[config.mk]
export PLATFORM = sky130hd
export DESIGN_NAME = mmio_uart_tx_flat
export DESIGN_NICKNAME = d
export VERILOG_FILES = /design/src/rtl/mmio_uart_tx_if.sv /design/src/rtl/mmio_uart_tx.sv /design/src/flat_wrapper.sv
export SDC_FILE = /design/constraint.sdc
export NUM_CORES = 1
export LEC_CHECK = 0
export CAP_MARGIN = 20
export CORE_ASPECT_RATIO = 1.25
export CORE_MARGIN = 2
export CORE_UTILIZATION = 41
export CTS_BUF_LIST = sky130_fd_sc_hd__clkbuf_8
export CTS_CLUSTER_SIZE = 10
export DETAILED_ROUTE_END_ITERATION = 16
export DONT_BUFFER_PORTS = 1
export GPL_TIMING_DRIVEN = 1
export PLACE_DENSITY = 0.54
export SLEW_MARGIN = 25
export SYNTH_ARGS = -nofsm -noshare
export SYNTH_HDL_FRONTEND = slang
export SYNTH_SLANG_ARGS = --single-unit
[constraint.sdc]
create_clock -name clk -period 3.6 [get_ports clk]
set_input_delay 0.18 -clock clk [delete_from_list [all_inputs] [get_ports clk]]
set_output_delay 0.18 -clock clk [all_outputs]
set_load 0.005 [all_outputs]
[src/rtl/mmio_uart_tx_if.sv]
// Data-memory store/load bus snooped by the MMIO UART transmitter.
// master = core side driving addr/din/WE, slave = peripheral returning rdata/hit.
interface mmio_uart_tx_if;
  logic [31:0] addr;
  logic [31:0] din;
  logic        WE;
  logic [31:0] rdata;
  logic        hit;

  modport master (output addr, din, WE, input rdata, hit);
  modport slave  (input addr, din, WE, output rdata, hit);
endinterface

[src/rtl/mmio_uart_tx.sv]
// MMIO UART transmitter: FIFO-buffered 8N1 serialiser with a status word; tx falls one cycle after a push into an idle unit.
// No backpressure on the store path: pushes into a full FIFO are dropped and flagged as sticky overflow.
module mmio_uart_tx #(
  parameter int          CLKS_PER_BIT = 868,
  parameter int          FIFO_DEPTH   = 8,
  parameter logic [31:0] TX_ADDR      = 32'h0000_0100,
  parameter logic [31:0] STAT_ADDR    = 32'h0000_0104
) (
  input  logic          clk,
  input  logic          reset,
  mmio_uart_tx_if.slave bus,
  output logic          tx,
  output logic          busy
);

  localparam int             BW        = $clog2(CLKS_PER_BIT);
  localparam int             PW        = $clog2(FIFO_DEPTH);
  localparam logic [BW-1:0]  BAUD_LAST = BW'(CLKS_PER_BIT - 1);
  localparam logic [PW:0]    DEPTH_CNT = (PW+1)'(FIFO_DEPTH);

  typedef enum logic [1:0] {IDLE, START, DATA, STOP} state_t;

  state_t          state, state_nxt;
  logic [7:0]      mem [FIFO_DEPTH];
  logic [PW-1:0]   wr_ptr, rd_ptr;
  logic [PW:0]     count;
  logic            overflow;
  logic [7:0]      shift, shift_nxt;
  logic [2:0]      bit_cnt, bit_nxt;
  logic [BW-1:0]   baud_cnt, baud_nxt;
  logic            tx_nxt, pop;
  logic            tx_hit, stat_hit, empty, full, push, ovf_set, ovf_clr, baud_done;
  logic            din_unused;

  assign tx_hit    = (bus.addr == TX_ADDR);
  assign stat_hit  = (bus.addr == STAT_ADDR);
  assign empty     = (count == '0);
  assign full      = (count == DEPTH_CNT);
  // push decision uses the pre-edge full flag, so a same-edge pop never frees room for it
  assign push      = bus.WE && tx_hit && !full;
  assign ovf_set   = bus.WE && tx_hit && full;
  assign ovf_clr   = bus.WE && stat_hit && bus.din[3];
  assign baud_done = (baud_cnt == BAUD_LAST);
  assign din_unused = ^bus.din[31:8];

  assign bus.hit   = tx_hit || stat_hit;
  assign bus.rdata = stat_hit ? {28'b0, overflow, (state != IDLE), full, empty} : 32'b0;
  assign busy      = (state != IDLE) || !empty;

  always_comb begin
    state_nxt = state;
    tx_nxt    = tx;
    shift_nxt = shift;
    bit_nxt   = bit_cnt;
    baud_nxt  = baud_cnt + 1'b1;
    pop       = 1'b0;
    case (state)
      IDLE: begin
        tx_nxt   = 1'b1;
        baud_nxt = '0;
        if (!empty) begin
          pop       = 1'b1;
          shift_nxt = mem[rd_ptr];
          state_nxt = START;
          tx_nxt    = 1'b0;
        end
      end
      START: begin
        if (baud_done) begin
          state_nxt = DATA;
          tx_nxt    = shift[0];
          bit_nxt   = 3'd0;
          baud_nxt  = '0;
        end
      end
      DATA: begin
        if (baud_done) begin
          baud_nxt = '0;
          if (bit_cnt == 3'd7) begin
            state_nxt = STOP;
            tx_nxt    = 1'b1;
          end else begin
            shift_nxt = {1'b0, shift[7:1]};
            tx_nxt    = shift[1];
            bit_nxt   = bit_cnt + 3'd1;
          end
        end
      end
      STOP: begin
        if (baud_done) begin
          baud_nxt = '0;
          // chain straight into the next start bit when data is waiting
          if (!empty) begin
            pop       = 1'b1;
            shift_nxt = mem[rd_ptr];
            state_nxt = START;
            tx_nxt    = 1'b0;
          end else begin
            state_nxt = IDLE;
            tx_nxt    = 1'b1;
          end
        end
      end
      default: begin
        state_nxt = IDLE;
        tx_nxt    = 1'b1;
        baud_nxt  = '0;
      end
    endcase
  end

  always_ff @(posedge clk) begin
    if (!reset) begin
      state    <= IDLE;
      tx       <= 1'b1;
      shift    <= '0;
      bit_cnt  <= '0;
      baud_cnt <= '0;
      wr_ptr   <= '0;
      rd_ptr   <= '0;
      count    <= '0;
      overflow <= 1'b0;
    end else begin
      state    <= state_nxt;
      tx       <= tx_nxt;
      shift    <= shift_nxt;
      bit_cnt  <= bit_nxt;
      baud_cnt <= baud_nxt;
      if (push) wr_ptr <= wr_ptr + 1'b1;
      if (pop)  rd_ptr <= rd_ptr + 1'b1;
      case ({push, pop})
        2'b10:   count <= count + 1'b1;
        2'b01:   count <= count - 1'b1;
        default: count <= count;
      endcase
      if (ovf_set)      overflow <= 1'b1;
      else if (ovf_clr) overflow <= 1'b0;
    end
  end

  always_ff @(posedge clk) begin
    if (push) mem[wr_ptr] <= bus.din[7:0];
  end

endmodule

[src/flat_wrapper.sv]
// flat-port wrapper written by rule: the top's interface ports become plain ports
module mmio_uart_tx_flat 
#(
  parameter int          CLKS_PER_BIT = 868,
  parameter int          FIFO_DEPTH   = 8,
  parameter logic [31:0] TX_ADDR      = 32'h0000_0100,
  parameter logic [31:0] STAT_ADDR    = 32'h0000_0104
)
  (clk, reset, tx, busy, bus_addr, bus_din, bus_WE, bus_rdata, bus_hit);
  mmio_uart_tx_if bus_i ();
  input  logic clk;
  input  logic reset;
  output logic tx;
  output logic busy;
  input wire logic [$bits(bus_i.addr)-1:0] bus_addr;
  input wire logic [$bits(bus_i.din)-1:0] bus_din;
  input wire logic [$bits(bus_i.WE)-1:0] bus_WE;
  output wire logic [$bits(bus_i.rdata)-1:0] bus_rdata;
  output wire logic [$bits(bus_i.hit)-1:0] bus_hit;
  assign bus_i.addr = bus_addr;
  assign bus_i.din = bus_din;
  assign bus_i.WE = bus_WE;
  assign bus_rdata = bus_i.rdata;
  assign bus_hit = bus_i.hit;
  mmio_uart_tx #(.CLKS_PER_BIT(CLKS_PER_BIT), .FIFO_DEPTH(FIFO_DEPTH), .TX_ADDR(TX_ADDR), .STAT_ADDR(STAT_ADDR)) u_core (.clk(clk), .reset(reset), .bus(bus_i), .tx(tx), .busy(busy));
endmodule
== Yosys cells after proc, flatten, opt, wreduce, memory -nomap -nowiden ==
Memory sizes are Yosys's and may differ from the RTL's. A register that Yosys moved wholly into a read port is not among the register bits.
Index checks and enable logic that the tools add are counted.
Cells by class
  add/sub/neg operators: 6
  equality and inequality tests: 16
  multiplexer cells: 35
  reductions and logical operators: 21
Operators by type and width (count)
  32-bit by 9-bit equality test with 1-bit output, second input constant: 2
  8-bit 2-to-1 mux: 4
  8-bit one-hot mux with 3 select lines: 1
  10-bit one-hot mux with 2 select lines: 1
  3-bit 2-to-1 mux: 5
  1-bit 2-to-1 mux: 12
  10-bit by 1-bit adder with 10-bit output, second input constant: 1
  10-bit equality test, second input constant: 1
  10-bit 2-to-1 mux: 1
  2-bit 2-to-1 mux: 5
  3-bit by 1-bit adder with 3-bit output, second input constant: 3
  2-bit by 1-bit != test with 1-bit output, second input constant: 4
  2-bit one-hot mux with 4 select lines: 1
  4-bit one-hot mux with 2 select lines: 1
  4-bit AND reduction: 2
  2-bit nonzero test: 4
  2-bit equality test, second input constant: 3
  3-bit one-hot mux with 2 select lines: 1
  1-bit logical AND: 5
  5-bit AND reduction: 1
  4-bit by 1-bit adder with 4-bit output, second input constant: 1
  2-bit by 1-bit equality test with 1-bit output, second input constant: 2
  4-bit equality test, second input constant: 1
  4-bit logical NOT: 1
  other kinds (12): 15
Word-level totals
  register bits after elaboration: 35
  memory bits (writable): 64
  input port bits: 67
  output and inout port bits: 35
  logic and storage cells: 88
  memories: 1
Memory list
  u_core.mem: depth 8, bits a word 8, rd ports 1, clocked after Yosys merged registers in 1, write ports 1, line mmio_uart_tx.sv:24  | logic [7:0] mem [FIFO_DEPTH];

== Longest topological paths before layout ==
  depth in word-level cells: 6
  mapped depth: 13
  mapped depth without buffers: 11

== Least setup slack after synthesis ==
OpenSTA, ideal clock, no wires.
  kind: reg-to-reg
  start: register u_core.baud_cnt[0]
  end: register u_core.count[2]
  arrival: 2.591 ns
  required time: 3.529 ns
  slack: 0.939 ns
  cell stages (with the launch flop): 12
  path buffers: 0
  clock period less this slack: 2.661 ns
  cells stage by stage: dfxtp_1 ha_1 nor3b_4 a41oi_1 nor3_1 ha_1 xor2_1 ha_1 a21oi_1 xor2_1 or3_1 a21oi_1
Between the ends
  longest elaborated chain between the ends: 5
  elaborated cells between the ends (all ways): 7
  those cells by class: 3 x eq/ne; 3 x mux; 1 x reduce/logical
RTL lines
  start: declaration: line mmio_uart_tx.sv:30  | logic [BW-1:0] baud_cnt, baud_nxt;
  start signal: assignment: line mmio_uart_tx.sv:128  | baud_cnt <= baud_nxt;
  10-bit equality test (*): line mmio_uart_tx.sv:43  | assign baud_done = (baud_cnt == BAUD_LAST);
  1-bit 2-to-1 mux (*): line mmio_uart_tx.sv:90  | if (baud_done) begin
  1-bit one-hot mux with 2 select lines (*): line mmio_uart_tx.sv:57  | case (state)
  2-bit by 1-bit equality test with 1-bit output / 2-bit equality test (equally long branches): line mmio_uart_tx.sv:131  | case ({push, pop})
  4-bit one-hot mux with 2 select lines / 2-bit nonzero test (equally long branches)
  end signal: assignment: line mmio_uart_tx.sv:132  | 2'b10: count <= count + 1'b1;
  end signal: assignment: line mmio_uart_tx.sv:133  | 2'b01: count <= count - 1'b1;
  end signal: assignment: line mmio_uart_tx.sv:134  | default: count <= count;
  end: declaration: line mmio_uart_tx.sv:26  | logic [PW:0] count;
Mark *: on every way between the ends. The rest lies on a longest branch, timed or not.
A chain may end at the register's enable or synchronous reset.

== Worst setup path after layout ==
Same ends and word-level chain as after synthesis.

==> impl_metrics.json <==
{
  "crit_top_cell": "ha_1",
  "drt_iter0_drc": 91,
  "syn_area_per_cell_um2": 12.71,
  "start_util_pct": 42.00,
  "drv_cap": 0,
  "p_sw_share_pct": 21.44,
  "synth_top_area_share_pct": 41.09,
  "overflow": 0,
  "core_mm2": 0.01114,
  "cts_max_level": 3,
  "min_period_over_period_pct": 78.64,
  "dr_total_vias": 2736,
  "clockRootBuffer": "clkbuf_8",
  "criticalPathCategory": "flop to flop",
  "wirelength_um": 8320,
  "fin_hold_ws_ns": 0.03980,
  "synth_cell_types": 49,
  "die_h_um": 123.4,
  "dp_hpwl_um": 5605,
  "final_nets": 461,
  "pwr-share-clk_pct": 35.4,
  "cts_tree": "built",
  "synth-main-ff-cell": "edfxtp_1",
  "p_per_area_mw_per_mm2": 426.9,
  "synth_edf_count": 64,
  "seqCellArea_mm2": 0.002683,
  "synth_warnings": 0,
  "rsz0062_at_grt": "false",
  "grt_pass1_wl_um": 13370,
  "seq_area_frac_synth_pct": 57.36,
  "mappedNetlistArea_mm2": 0.004677,
  "track_usage_pct": 14.34,
  "yosys-top-cells-area": "edfxtp_1 (41%), dfxtp_1 (16%), mux4_2 (7.7%), buf_4 (4.7%), ha_1 (3.7%)",
  "seqPwrFrac_pct": 58.5,
  "clk_pin_slew_worst_paths_ns": 0.09,
  "ir_drop_mv": 0.2484,
  "crit_path_start_kind": "flop",
  "cp_cell_sequence": "ha_1 > nor3b_4 > a41oi_1 > nor3_1 > buf_4 > ha_1 > xor2_1 > ha_1 > a21oi_1 > xor2_1 > or3_1 > a21oi_1",
  "cts_buffer_depth": 2,
  "rows": 43,
  "p_switching_uw": 460.5,
  "drtPass1Iterations": 4,
  "io_pins": 102,
  "slew_viol_final": 0,
  "clock_latency_ns": 0.35,
  "setup_viol": 0,
  "path_buf_inv": 1,
  "fin_tns_setup_ns": 0,
  "status": "finished clean",
  "max_freq_mhz": 353.2,
  "grt_max_degree": 26,
  "fillers": 998,
  "post_cts_resized": 0,
  "synthTopCellsByCount": "edfxtp_1 (64), dfxtp_1 (38), buf_4 (29), nor2_1 (29), nand2_1 (25)",
  "route.detailed.drc": 0,
  "grt_pass1_vias": 2647,
  "p_int_uw": 1688,
  "path_delay_family": "simple AND/OR/NAND/NOR gates",
  "ant_nets": 0,
  "crit_arrival_ns": 3.11,
  "cts_made_buffers": 9,
  "place.gp.congestion": 0.7759,
  "synth.most_common_cell": "edfxtp_1",
  "die_w_um": 99.53,
  "leakagePower_uw": 0.001669,
  "synth.largest_area_cell": "edfxtp_1",
  "die_area_mm2": 0.01228,
  "antenna_found_initial": 0,
  "skew_ns": 0.007805,
  "crit_path_top_delay_cell": "dfxtp_1",
  "cts_setup_buffers": 0,
  "layout_min_cycle_time_ns": 2.831,
  "cp_max_fo": 5,
  "area_delta_synth_final_pct": 7.598,
  "num_antenna_cells": 0,
  "ys_ff_latch": 102,
  "drive_above_1_share_pct": 10.68,
  "crit_path_end_kind": "flop",
  "hold_viol_final": 0,
  "portBuffers": 0,
  "cts_sinks": 102,
  "viasPerCell": 5.272,
  "tightest_slew_ns": 0.9607,
  "cp.required_ns": 3.88,
  "slew_headroom_pct": 35.72,
  "hp-class": "primary input to flop",
  "pwr-share-comb_pct": 6.1,
  "cp_slowest_stage_delay_ns": 0.37,
  "wire_per_inst_um": 16.03,
  "netlist_instances": 368,
  "multi_input_area_mm2": 0.001767,
  "synthArstFlopShare_pct": 0
}
[stage by stage]
step                setup WS (ns)  instances  utilization (%)  area [um^2]  power [uW]
floorplan                  0.9385        395                -         4778        1398
global placement           0.8607        493            42.31         4712        1392
detailed placement         0.7758        493            42.31         4712        1393
CTS                        0.7409        519            45.19         5032        2178
global route               0.4669        519            45.19         5032        2227
finish                     0.7691        519            45.19         5032        2148
[path summary, 6_finish.rpt]
| kind | startpoint | to | slack, ns | cells past startpoint |
|---|---|---|---|---|
| worst max-delay path | u_core.baud_cnt[0]$_SDFF_PP0_ | u_core.count[2]$_SDFFE_PN0P_ | 0.77 | 12 |
| worst min-delay path | bus_WE | u_core.overflow$_SDFFE_PN0P_ | 0.04 | 2 |
| worst max register to register | u_core.baud_cnt[0]$_SDFF_PP0_ | u_core.count[2]$_SDFFE_PN0P_ | 0.77 | 12 |
| worst min register to register | u_core.shift[4]$_SDFFE_PN0P_ | u_core.shift[4]$_SDFFE_PN0P_ | 0.47 | 2 |
[power groups by stage]
stage	clock network (uW)	registers (uW)	logic, uW
2_1_floorplan	0	1280	116
3_3_place_gp	0	1280	109
3_5_place_dp	0	1280	109
4_1_cts	789	1260	131
5_1_grt	821	1260	147
6_report	761	1260	131
[cells in the final DEF (no fill, tap or decap), types with 9 or more instances in the layout]
cell and n:
a21oi_1 13, dfxtp_1 38, xor2_1 9, nor2_1 29, conb_1 28, nand2_1 25, clkbuf_8 9, mux4_2 16
ha_1 14, mux2i_1 13, inv_1 16, dlygate4sd3_1 11, edfxtp_1 64
[repair_timing]
| action | in CTS | in global routing |
|---|---|---|
| hold endpoints to repair | 80 | 0 |
| endpoints found under the setup margin | 0 | 0 |
| hold buffers | 11 | 0 |
[layout make-up]
class,instances,share of cell area (%)
Inverter,15,1.119
Sequential cell,102,53.31
Clock inverter,6,1.716
Timing Repair Buffer,16,2.934
Multi-Input combinational cell,236,35.11
Tap cell,135,3.357
Clock buffer,9,2.461
[sequential cells by signal, summed over array words and instances, names as in the netlist, named ones only]
register and flops:
u_core.mem 64, u_core.state 2, u_core.overflow 1, u_core.rd_ptr 3, u_core.tx 1, u_core.bit_cnt 3, u_core.wr_ptr 3, u_core.shift 8
u_core.baud_cnt 10, u_core.count 4
[logic make-up after synthesis]
group	synth area share, %
compound gates	6.127
xor+xnor	2.622
fa+ha+maj	3.745
buf+inv	7.036
flops	57.36
mux	10.49
other cells	0.08018
simple gates	12.55
[layer usage]
metal  vias to the layer above  global-route usage (%)  share of wire, %
met3                        15                   2.431               3.5
met5                         -                       0                 0
met2                        58                   24.24                49
met1                      1338                   18.14                46
li1                       1325                       -                 -
met4                         0                   6.421               1.9
(Power assumes the default switching activity.)
